### config.mk
export PLATFORM = sky130hd
export DESIGN_NAME = gpio_port_ctrl
export DESIGN_NICKNAME = d
export VERILOG_FILES = /design/src/rtl/gpio_port_ctrl.sv
export SDC_FILE = /design/constraint.sdc
export NUM_CORES = 1
export LEC_CHECK = 0
export CAP_MARGIN = 20
export CORE_AREA = 5 5 87 89
export CTS_BUF_LIST = sky130_fd_sc_hd__clkbuf_8
export DETAILED_ROUTE_END_ITERATION = 6
export DIE_AREA = 0 0 92 94
export GPL_TIMING_DRIVEN = 0
export PLACE_DENSITY = 0.86
export RECOVER_POWER = 50
export SYNTH_ARGS = -nofsm -noshare
export SYNTH_HDL_FRONTEND = slang
export SYNTH_SLANG_ARGS = --single-unit
### constraint.sdc
create_clock -name clk -period 3 [get_ports clk]
set_input_delay 0.75 -clock clk [delete_from_list [all_inputs] [get_ports clk]]
set_output_delay 0.75 -clock clk [all_outputs]
set_load 0.02 [all_outputs]
### src/rtl/gpio_port_ctrl.sv
// Register-mapped GPIO bank: direction/output registers, synchronised and
// optionally debounced pad inputs, per-bit edge interrupts with W1C status.
module gpio_port_ctrl #(
  parameter int WIDTH       = 8,
  parameter int SYNC_STAGES = 2,
  parameter int DEBOUNCE    = 0
) (
  input  logic             clk,
  input  logic             reset,
  input  logic [2:0]       bus_addr,
  input  logic             bus_we,
  input  logic             bus_re,
  input  logic [WIDTH-1:0] bus_wdata,
  output logic [WIDTH-1:0] bus_rdata,
  output logic             bus_rvalid,
  input  logic [WIDTH-1:0] pad_in,
  output logic [WIDTH-1:0] pad_out,
  output logic [WIDTH-1:0] pad_oe,
  output logic             irq
);

  localparam logic [2:0] ADDR_DIR = 3'd0;
  localparam logic [2:0] ADDR_OUT = 3'd1;
  localparam logic [2:0] ADDR_IN  = 3'd2;
  localparam logic [2:0] ADDR_IEN = 3'd3;
  localparam logic [2:0] ADDR_REN = 3'd4;
  localparam logic [2:0] ADDR_FEN = 3'd5;
  localparam logic [2:0] ADDR_STS = 3'd6;
  localparam logic [2:0] ADDR_TGL = 3'd7;

  logic [WIDTH-1:0] dir_q, dir_d;
  logic [WIDTH-1:0] out_q, out_d;
  logic [WIDTH-1:0] ien_q, ien_d;
  logic [WIDTH-1:0] ren_q, ren_d;
  logic [WIDTH-1:0] fen_q, fen_d;
  logic [WIDTH-1:0] sts_q, sts_d;
  logic [WIDTH-1:0] rdata_q, rdata_d;
  logic             rvalid_q;
  logic [WIDTH-1:0] sync_q [SYNC_STAGES];
  logic [WIDTH-1:0] sync;
  logic [WIDTH-1:0] filt;
  logic [WIDTH-1:0] prev_q;
  logic [WIDTH-1:0] edge_set;
  logic [WIDTH-1:0] sts_clr;

  assign sync = sync_q[SYNC_STAGES-1];

  // Pad input synchroniser chain; pads are sampled whatever their direction.
  always_ff @(posedge clk or posedge reset) begin
    if (reset) begin
      for (int k = 0; k < SYNC_STAGES; k++) sync_q[k] <= '0;
    end else begin
      sync_q[0] <= pad_in;
      for (int k = 1; k < SYNC_STAGES; k++) sync_q[k] <= sync_q[k-1];
    end
  end

  generate
    if (DEBOUNCE == 0) begin : g_nodb
      assign filt = sync;
    end else begin : g_db
      localparam int CW = $clog2(DEBOUNCE + 1);
      logic [CW-1:0]    cnt_q [WIDTH];
      logic [CW-1:0]    cnt_d [WIDTH];
      logic [WIDTH-1:0] filt_q, filt_d;

      // Per-bit stability counter: a bit must differ for DEBOUNCE cycles in a row.
      always_comb begin
        filt_d = filt_q;
        for (int i = 0; i < WIDTH; i++) begin
          cnt_d[i] = '0;
          if (sync[i] != filt_q[i]) begin
            if (cnt_q[i] == CW'(DEBOUNCE - 1)) filt_d[i] = sync[i];
            else                               cnt_d[i] = cnt_q[i] + CW'(1);
          end
        end
      end

      // Debounce state registers.
      always_ff @(posedge clk or posedge reset) begin
        if (reset) begin
          filt_q <= '0;
          for (int i = 0; i < WIDTH; i++) cnt_q[i] <= '0;
        end else begin
          filt_q <= filt_d;
          for (int i = 0; i < WIDTH; i++) cnt_q[i] <= cnt_d[i];
        end
      end

      assign filt = filt_q;
    end
  endgenerate

  assign edge_set = (filt & ~prev_q & ren_q) | (~filt & prev_q & fen_q);

  // Register writes, W1C status (new edges win over a clear) and read mux.
  always_comb begin
    dir_d   = dir_q;
    out_d   = out_q;
    ien_d   = ien_q;
    ren_d   = ren_q;
    fen_d   = fen_q;
    sts_clr = '0;
    rdata_d = rdata_q;
    if (bus_we) begin
      unique case (bus_addr)
        ADDR_DIR: dir_d   = bus_wdata;
        ADDR_OUT: out_d   = bus_wdata;
        ADDR_IEN: ien_d   = bus_wdata;
        ADDR_REN: ren_d   = bus_wdata;
        ADDR_FEN: fen_d   = bus_wdata;
        ADDR_STS: sts_clr = bus_wdata;
        ADDR_TGL: out_d   = out_q ^ bus_wdata;
        default:  ;
      endcase
    end
    sts_d = (sts_q & ~sts_clr) | edge_set;
    if (bus_re) begin
      unique case (bus_addr)
        ADDR_DIR: rdata_d = dir_q;
        ADDR_OUT: rdata_d = out_q;
        ADDR_IN:  rdata_d = filt;
        ADDR_IEN: rdata_d = ien_q;
        ADDR_REN: rdata_d = ren_q;
        ADDR_FEN: rdata_d = fen_q;
        ADDR_STS: rdata_d = sts_q;
        ADDR_TGL: rdata_d = '0;
        default:  rdata_d = '0;
      endcase
    end
  end

  // Register file, edge history and read response flops.
  always_ff @(posedge clk or posedge reset) begin
    if (reset) begin
      dir_q    <= '0;
      out_q    <= '0;
      ien_q    <= '0;
      ren_q    <= '0;
      fen_q    <= '0;
      sts_q    <= '0;
      prev_q   <= '0;
      rdata_q  <= '0;
      rvalid_q <= 1'b0;
    end else begin
      dir_q    <= dir_d;
      out_q    <= out_d;
      ien_q    <= ien_d;
      ren_q    <= ren_d;
      fen_q    <= fen_d;
      sts_q    <= sts_d;
      prev_q   <= filt;
      rdata_q  <= rdata_d;
      rvalid_q <= bus_re;
    end
  end

  assign pad_oe     = dir_q;
  assign pad_out    = out_q;
  assign bus_rdata  = rdata_q;
  assign bus_rvalid = rvalid_q;
  assign irq        = |(sts_q & ien_q);

endmodule

==> results of run 1 <==
state kept, by name (all words and copies together) (netlist names):
name        flops
ien_q           8
prev_q          8
pad_out         8
filt            8
bus_rvalid      1
sync_q          8
bus_rdata       8
sts_q           8
pad_oe          8
fen_q           8
ren_q           8
layer usage:
layer,track usage (%),part of all wire [%]
met1,30.6,41
met2,35.3,47
met3,4.25,9.6
met4,10.9,2.3
met5,0,0
final cells by class:
class	count	area, um^2	area share (%)
buffer	17	78.8	1.81
multi-input combinational	218	1450	33.1
inverter	10	37.5	0.860
sequential	81	2030	46.5
clock buffer	9	124	2.84
timing repair buffer	48	490	11.2
clock inverter	6	60.1	1.38
tap	80	100	2.29
per-stage QoR:
stage	worst slack [ns]	util [%]	TNS, ns	hold slack [ns]	area [um^2]
final	0.532	65.3	0	0.351	4360
after global routing	0.453	65.3	0	0.363	4360
after CTS	0.528	65.3	0	0.353	4370
after detailed placement	0.261	62.6	0	0.335	4180
after global placement	-1.02	62.2	-82.23	0.332	4160
after floorplan	0.170	-	0	0.331	3590
kinds of logic (layout without fill, tap and decap cells):
family,Yosys count,in the layout
AOI/OAI and AO/OA,79,79
buffers and inverters,27,90
DFF,81,81
muxes,35,35
and+or+nand+nor,104,104
critical path: stages (launching register included):
cell	delay, ns
dfrtp_1	0.42
a22oi_1	0.24
nand4_1	0.15
clkdlybuf4s50_1	0.56
how the worst max path moves through the flow:
stage / start / endpoint / depth (start not counted)
after floorplan: reset / bus_rdata[0]$_DFFE_PP0P_ / 1
after global placement: reset / sts_q[2]$_DFF_PP0_ / 2
after detailed placement: bus_addr[1] / pad_oe[0]$_DFFE_PP0P_ / 4
after CTS: sts_q[6]$_DFF_PP0_ / irq / 3
after global routing: sts_q[6]$_DFF_PP0_ / irq / 3
final: sts_q[6]$_DFF_PP0_ / irq / 3
cells in the final DEF (no fill, tap or decap), types with 10 or more instances in the layout:
cell and n:
a221oi_1 11, dfrtp_1 81, a211oi_1 11, inv_1 10
o22ai_1 14, clkdlybuf4s50_1 37, nand2_1 37, dlygate4sd3_1 10
o21ai_0 13, nor2_1 28, mux2_2 27
where the power goes:
group	leakage [uW]	internal, uW	switching (uW)
Sequential	0.000954	1240	126
Clock	0.0000909	375	391
Combinational	0.000789	268	276
Total	0.00183	1880	793
==> metrics.md, run 1 <==
| Metric | Value |
|---|---|
| Run status | finished with violations |
| Failing checks | max-capacitance violations, max-slew violations |
| Final GP Congestion | 0.937 |
| Worst Setup End Kind | primary output |
| Mux contribution to synthesized area | 10.7% |
| Startpoint types | flip-flop |
| Post-Synth Simple-Gate Area | 14.5% |
| Fmax | 405 MHz |
| Synth Area in Adders | 0% |
| Slew Limit Fails | 40 |
| Number of diodes | 0 |
| Synth warnings | 0 |
| WP data arrival | 1.72 ns |
| Placed Cells | 454 |
| Asr flop ratio synth | 100% |
| Worst-Margin Slew | 1.53 ns |
| Largest net degree at the start of global routing | 43 |
| Tot Pwr | 2680 uW |
| Final wirelength | 9180 um |
| Share of cells above drive strength 1 | 14.1% |
| Num ports | 49 |
| Number of synthesized flops with an enable pin | 0 |
| Final hold vios | 0 |
| Post-Synthesis Net Count | 349 |
| TritonCTS Buffers | 9 |
| Vias per cell | 6.16 |
| Hold EP | filt[0]$_DFF_PP0_ |
| Main combinational cell family by area after synthesis | compound AO/OA/AOI/OAI gates |
| Synth Register Bits | 81 |
| Worst hold start | sync_q[8]$_DFF_PP0_ |
| Detail Route Antenna Nets | 0 |
| Post-Syn Instances | 326 |
| Post-cts resize count | 0 |
| TritonCTS clock tree | yes |
| Worst Clk Skew | 0.0111 ns |
| Reg2Reg Setup Slack | 1.71 ns |
| Rows | 30 |
| R2R Path Start | pad_out[7]$_DFFE_PP0P_ |
| Ranking of synthesized cells by area | dfrtp_1 56%, mux2_2 8.5%, nand2_1 3.9% |
| Area Growth Syn to Fin | 21.6% |
| Required time of the worst setup path | 2.25 ns |
| Chip height | 94 um |
| First-pass GRT wire length | 14,900 um |
| Core Area | 0.00668 mm^2 |
| CP Class | reg -> out |
| Hold depth | 0 |
| CTS Hold Bufs | 0 |
| Fillers | 525 |
| Clock slew at reported path FFs | 0.07 ns |
| Post-Syn Area | 0.00359 mm^2 |
| Vias in the first global route | 2,872 |
| Wirelength per Cell | 19.6 um |
| Main flop type after synthesis | dfrtp_1 |
| H-tree depth | 3 |
| Hold/Removal Path Class | reg -> reg |
| Tcrit/Tclk final | 82.3% |
| Total global routing track utilization | 22.6% |
| Setup bufs post-CTS | 0 |
| Initial Util | 53.7% |
| CTS max path bufs | 2 |
| Initial antenna violation count | 0 |
| Synth Area per Inst | 11.0 um^2 |
| PwrDens | 614 mW/mm^2 |
| Most frequent cell after synthesis | dfrtp_1 |
| Worst slew margin | -1.88% |
| Die area | 0.00865 mm^2 |
| Post-DP HPWL | 6360 um |
| Post-Synth XOR/XNOR Area | 0% |
| Commonest cells post-synth | 81 x dfrtp_1, 37 x nand2_1, 28 x nor2_1 |
| Worst-path maximum fanout | 3 |
| Routed vias | 2,890 |
| Worst vdd ir | 353 uV |
| DR pass1 iterations | 5 |
| Reg-to-reg endpoint | bus_rdata[7]$_DFFE_PP0P_ |
| Largest area contributor in the netlist | dfrtp_1 |
| Initial DRC count | 436 |
| RSZ-0062 raised after global routing | no |
| NumNets Final | 408 |
| Root Driver | clkbuf_8 |
| Finished Layout Cells | 469 |
| Synth Area in Compound Gates | 15.1% |
| Pleak | 0.00183 uW |
| Worst r2r path cells | 4 |
| # Max-Cap Violations | 1 |
| Clk Latency, worst-skew pair | 0.36 ns |
| I/O Buffers | 47 |
| Post-synthesis sequential area ratio | 56.5% |
| Top-area cell type share of the netlist area | 56.5% |
| Drc violations | 0 |
| Clock period minus final worst setup slack | 2.47 ns |
| Final setup viols | 0 |
| Chip width | 92 um |
| CTS Sinks | 81 |
| Synth cell types | 36 |
| Aggregate global routing overflow | 0 |
Power figures use the tool's default switching activity.
==> run 2: changes to the inputs <==
- CORE_AREA: 5 5 87 89 -> 5 5 90 92
- DIE_AREA: 0 0 92 94 -> 0 0 95 97
- PLACE_DENSITY: 0.86 -> 0.84
- clock period: 3 -> 2.01 ns (I/O delays scaled with it)
==> metrics.md, run 2 (synthesized netlist as in run 1, its figures left out) <==
| Metric | Value |
|---|---|
| Run status | finished clean (was finished with violations) |
| Worst-path maximum fanout | 6 (was 3) |
| Worst Setup End Kind | primary output (unchanged) |
| Cell area after layout | 0.00445 mm^2 (was 0.00436 mm^2) |
| Post-DP HPWL | 6310 um (was 6360 um) |
| Initial DRC count | 249 (was 436) |
| Worst Clk Skew | 0.00503 ns (was 0.0111 ns) |
| Crit path max-delay family | buffers and inverters (unchanged) |
| Core Area | 0.00714 mm^2 (was 0.00668 mm^2) |
| Initial Util | 50.3% (was 53.7%) |
| Finished Layout Cells | 488 (was 469) |
| CP cell instances | clkdlybuf4s50_1 (was a22oi_1, nand4_1, clkdlybuf4s50_1) |
| H-tree depth | 3 (unchanged) |
| Worst r2r path cells | 4 (unchanged) |
| CTS Sinks | 81 (unchanged) |
| Clock slew at reported path FFs | 0.08 ns (was 0.07 ns) |
| CP Class | reg -> out (unchanged) |
| First-pass GRT wire length | 14,800 um (was 14,900 um) |
| # Max-Cap Violations | 0 (was 1) |
| Share of cells above drive strength 1 | 17.0% (was 14.1%) |
| Multi-input gate area | 0.00146 mm^2 (was 0.00145 mm^2) |
| Detail Route Antenna Nets | 0 (unchanged) |
| Pleak | 0.00194 uW (was 0.00183 uW) |
| PwrDens | 911 mW/mm^2 (was 614 mW/mm^2) |
| Largest net degree at the start of global routing | 45 (was 43) |
| Most common cell after layout, fill and taps aside | dfrtp_1 (unchanged) |
| Slew Limit Fails | 0 (was 40) |
| Most frequent cells in the layout | 81 x dfrtp_1, 37 x nand2_1, 30 x clkdlybuf4s50_1, 27 x mux2_2, 27 x nor2_1 (was 81 x dfrtp_1, 37 x nand2_1, 37 x clkdlybuf4s50_1, 28 x nor2_1, 27 x mux2_2) |
| TritonCTS clock tree | yes (unchanged) |
| Clk Latency, worst-skew pair | 0.36 ns (about the same) |
| Aggregate global routing overflow | 0 (unchanged) |
| Tcrit/Tclk final | 97.1% |
| WP data arrival | 1.45 ns (was 1.72 ns) |
| I/O Buffers | 47 (unchanged) |
| Worst setup path start | pad_out[0]$_DFFE_PP0P_ (was sts_q[6]$_DFF_PP0_) |
| Final wirelength | 9210 um (was 9180 um) |
| Area Growth Syn to Fin | 24.1% (was 21.6%) |
| Placed Cells | 473 (was 454) |
| Worst path slowest cell | clkdlybuf4s50_1 (unchanged) |
| Chip width | 95 um (was 92 um) |
| Chip height | 97 um (was 94 um) |
| Worst vdd ir | 402 uV (was 353 uV) |
| Hold depth | 0 (unchanged) |
| Crit path largest cell delay | 0.64 ns (was 0.56 ns) |
| Final hold vios | 0 (unchanged) |
| TritonCTS Buffers | 9 (unchanged) |
| Required time of the worst setup path | 1.51 ns (was 2.25 ns) |
| Routed vias | 2,908 (was 2,890) |
| Root Driver | clkbuf_8 (unchanged) |
| Startpoint types | flip-flop (unchanged) |
| Wirelength per Cell | 18.9 um (was 19.6 um) |
| Drc violations | 0 (unchanged) |
| R2R Path Start | pad_out[2]$_DFFE_PP0P_ (was pad_out[7]$_DFFE_PP0P_) |
| Vias in the first global route | 2,917 (was 2,872) |
| Fillers | 588 (was 525) |
| Worst slew margin | 45.3% (was -1.88%) |
| WP buf/inv | 1 (unchanged) |
| Clock period minus final worst setup slack | 1.95 ns |
| Total global routing track utilization | 21.0% (was 22.6%) |
| Worst hold start | sync_q[14]$_DFF_PP0_ (was sync_q[8]$_DFF_PP0_) |
| Reg2Reg Setup Slack | 0.74 ns (was 1.71 ns) |
| RSZ-0062 raised after global routing | no (unchanged) |
| NumNets Final | 407 (was 408) |
| Initial antenna violation count | 0 (unchanged) |
| Final setup viols | 0 (unchanged) |
| Rows | 31 (was 30) |
| Tot Pwr | 4060 uW (was 2680 uW) |
| Vias per cell | 5.96 (was 6.16) |
| Die area | 0.00922 mm^2 (was 0.00865 mm^2) |
| DR pass1 iterations | 5 (unchanged) |
| Number of diodes | 0 (unchanged) |
| Hold EP | filt[6]$_DFF_PP0_ (was filt[0]$_DFF_PP0_) |
| Num ports | 49 (unchanged) |
| CTS max path bufs | 2 (unchanged) |
| Post-route core utilization | 62.4% (was 65.3%) |
| Final GP Congestion | 0.958 (was 0.937) |
| Fmax | 512 MHz |
| Worst-Margin Slew | 0.819 ns (was 1.53 ns) |
| Hold/Removal Path Class | reg -> reg (unchanged) |
| Reg-to-reg endpoint | bus_rdata[2]$_DFFE_PP0P_ (was bus_rdata[7]$_DFFE_PP0P_) |
| Post-DP Area | 0.00421 mm^2 (was 0.00418 mm^2) |
| FF/Latch Area | 0.00203 mm^2 (unchanged) |
==> run 2: cell count changes in the layout (fill, tap and decap cells not counted), moves of 2 or more <==
cell	change
clkbuf_4	+2
dlymetal6s2s_1	+6
clkinv_4	+2
clkinv_2	-2
clkbuf_2	+2
clkbuf_1	-4
buf_4	+2
clkdlybuf4s50_1	-7
buf_2	-3
==> run 2: final cells by class <==
cell class                      instances  area share [%]
Buffer                                 14            1.80
Clock buffer                           10            3.09
Clock inverter                          6            1.52
Inverter                               10           0.927
Multi-Input combinational cell        218            32.8
Sequential cell                        81            45.5
Tap cell                               99            2.78
Timing Repair Buffer                   50            11.5
==> run 2: how the worst max path moves through the flow <==
| stage | end | slack (ns) | cells after the start |
|---|---|---|---|
| after floorplan | pad_oe[0]$_DFFE_PP0P_ | 0.41 | 3 |
| after global placement | pad_oe[1]$_DFFE_PP0P_ | -0.56 | 4 |
| after detailed placement | pad_oe[0]$_DFFE_PP0P_ | -0.59 | 4 |
| after CTS | pad_out[5] | 0.01 | 1 |
| after global routing | pad_out[0] | 0.0001 | 1 |
| final | pad_out[0] | 0.06 | 1 |
==> run 2: per-stage QoR <==
step	worst slack, ns	setup TNS, ns	hold slack (ns)
6_report	0.0580	0	0.354
5_1_grt	0.0000988	0	0.369
4_1_cts	0.0117	0	0.354
3_5_place_dp	-0.586	-22.76	0.335
3_3_place_gp	-0.555	-43.52	0.331
2_1_floorplan	0.408	0	0.331
==> run 2: report_power, final <==
group	total (uW)	internal (uW)	switching [uW]	leakage, uW
clock network	1220	609	607	0.0000985
registers	2030	1850	182	0.000954
logic	809	400	409	0.000892
total	4060	2860	1200	0.00194
==> run 2: timing repair <==
action	in CTS	in global routing
setup endpoints to repair	28	19
pin swaps	1	0
endpoints found under the hold margin	0	0
hold buffers	0	0
setup buffers	2	0
gates resized for setup	7	14
==> run 2: layer usage <==
metal / GRT usage, % / wire length [um] / up-vias
met5: 0 / 0 / -
met4: 9.77 / 314 / 0
met3: 5.66 / 689 / 31
met2: 31.3 / 4280 / 145
met1: 28.2 / 3930 / 1438
li1: - / - / 1294
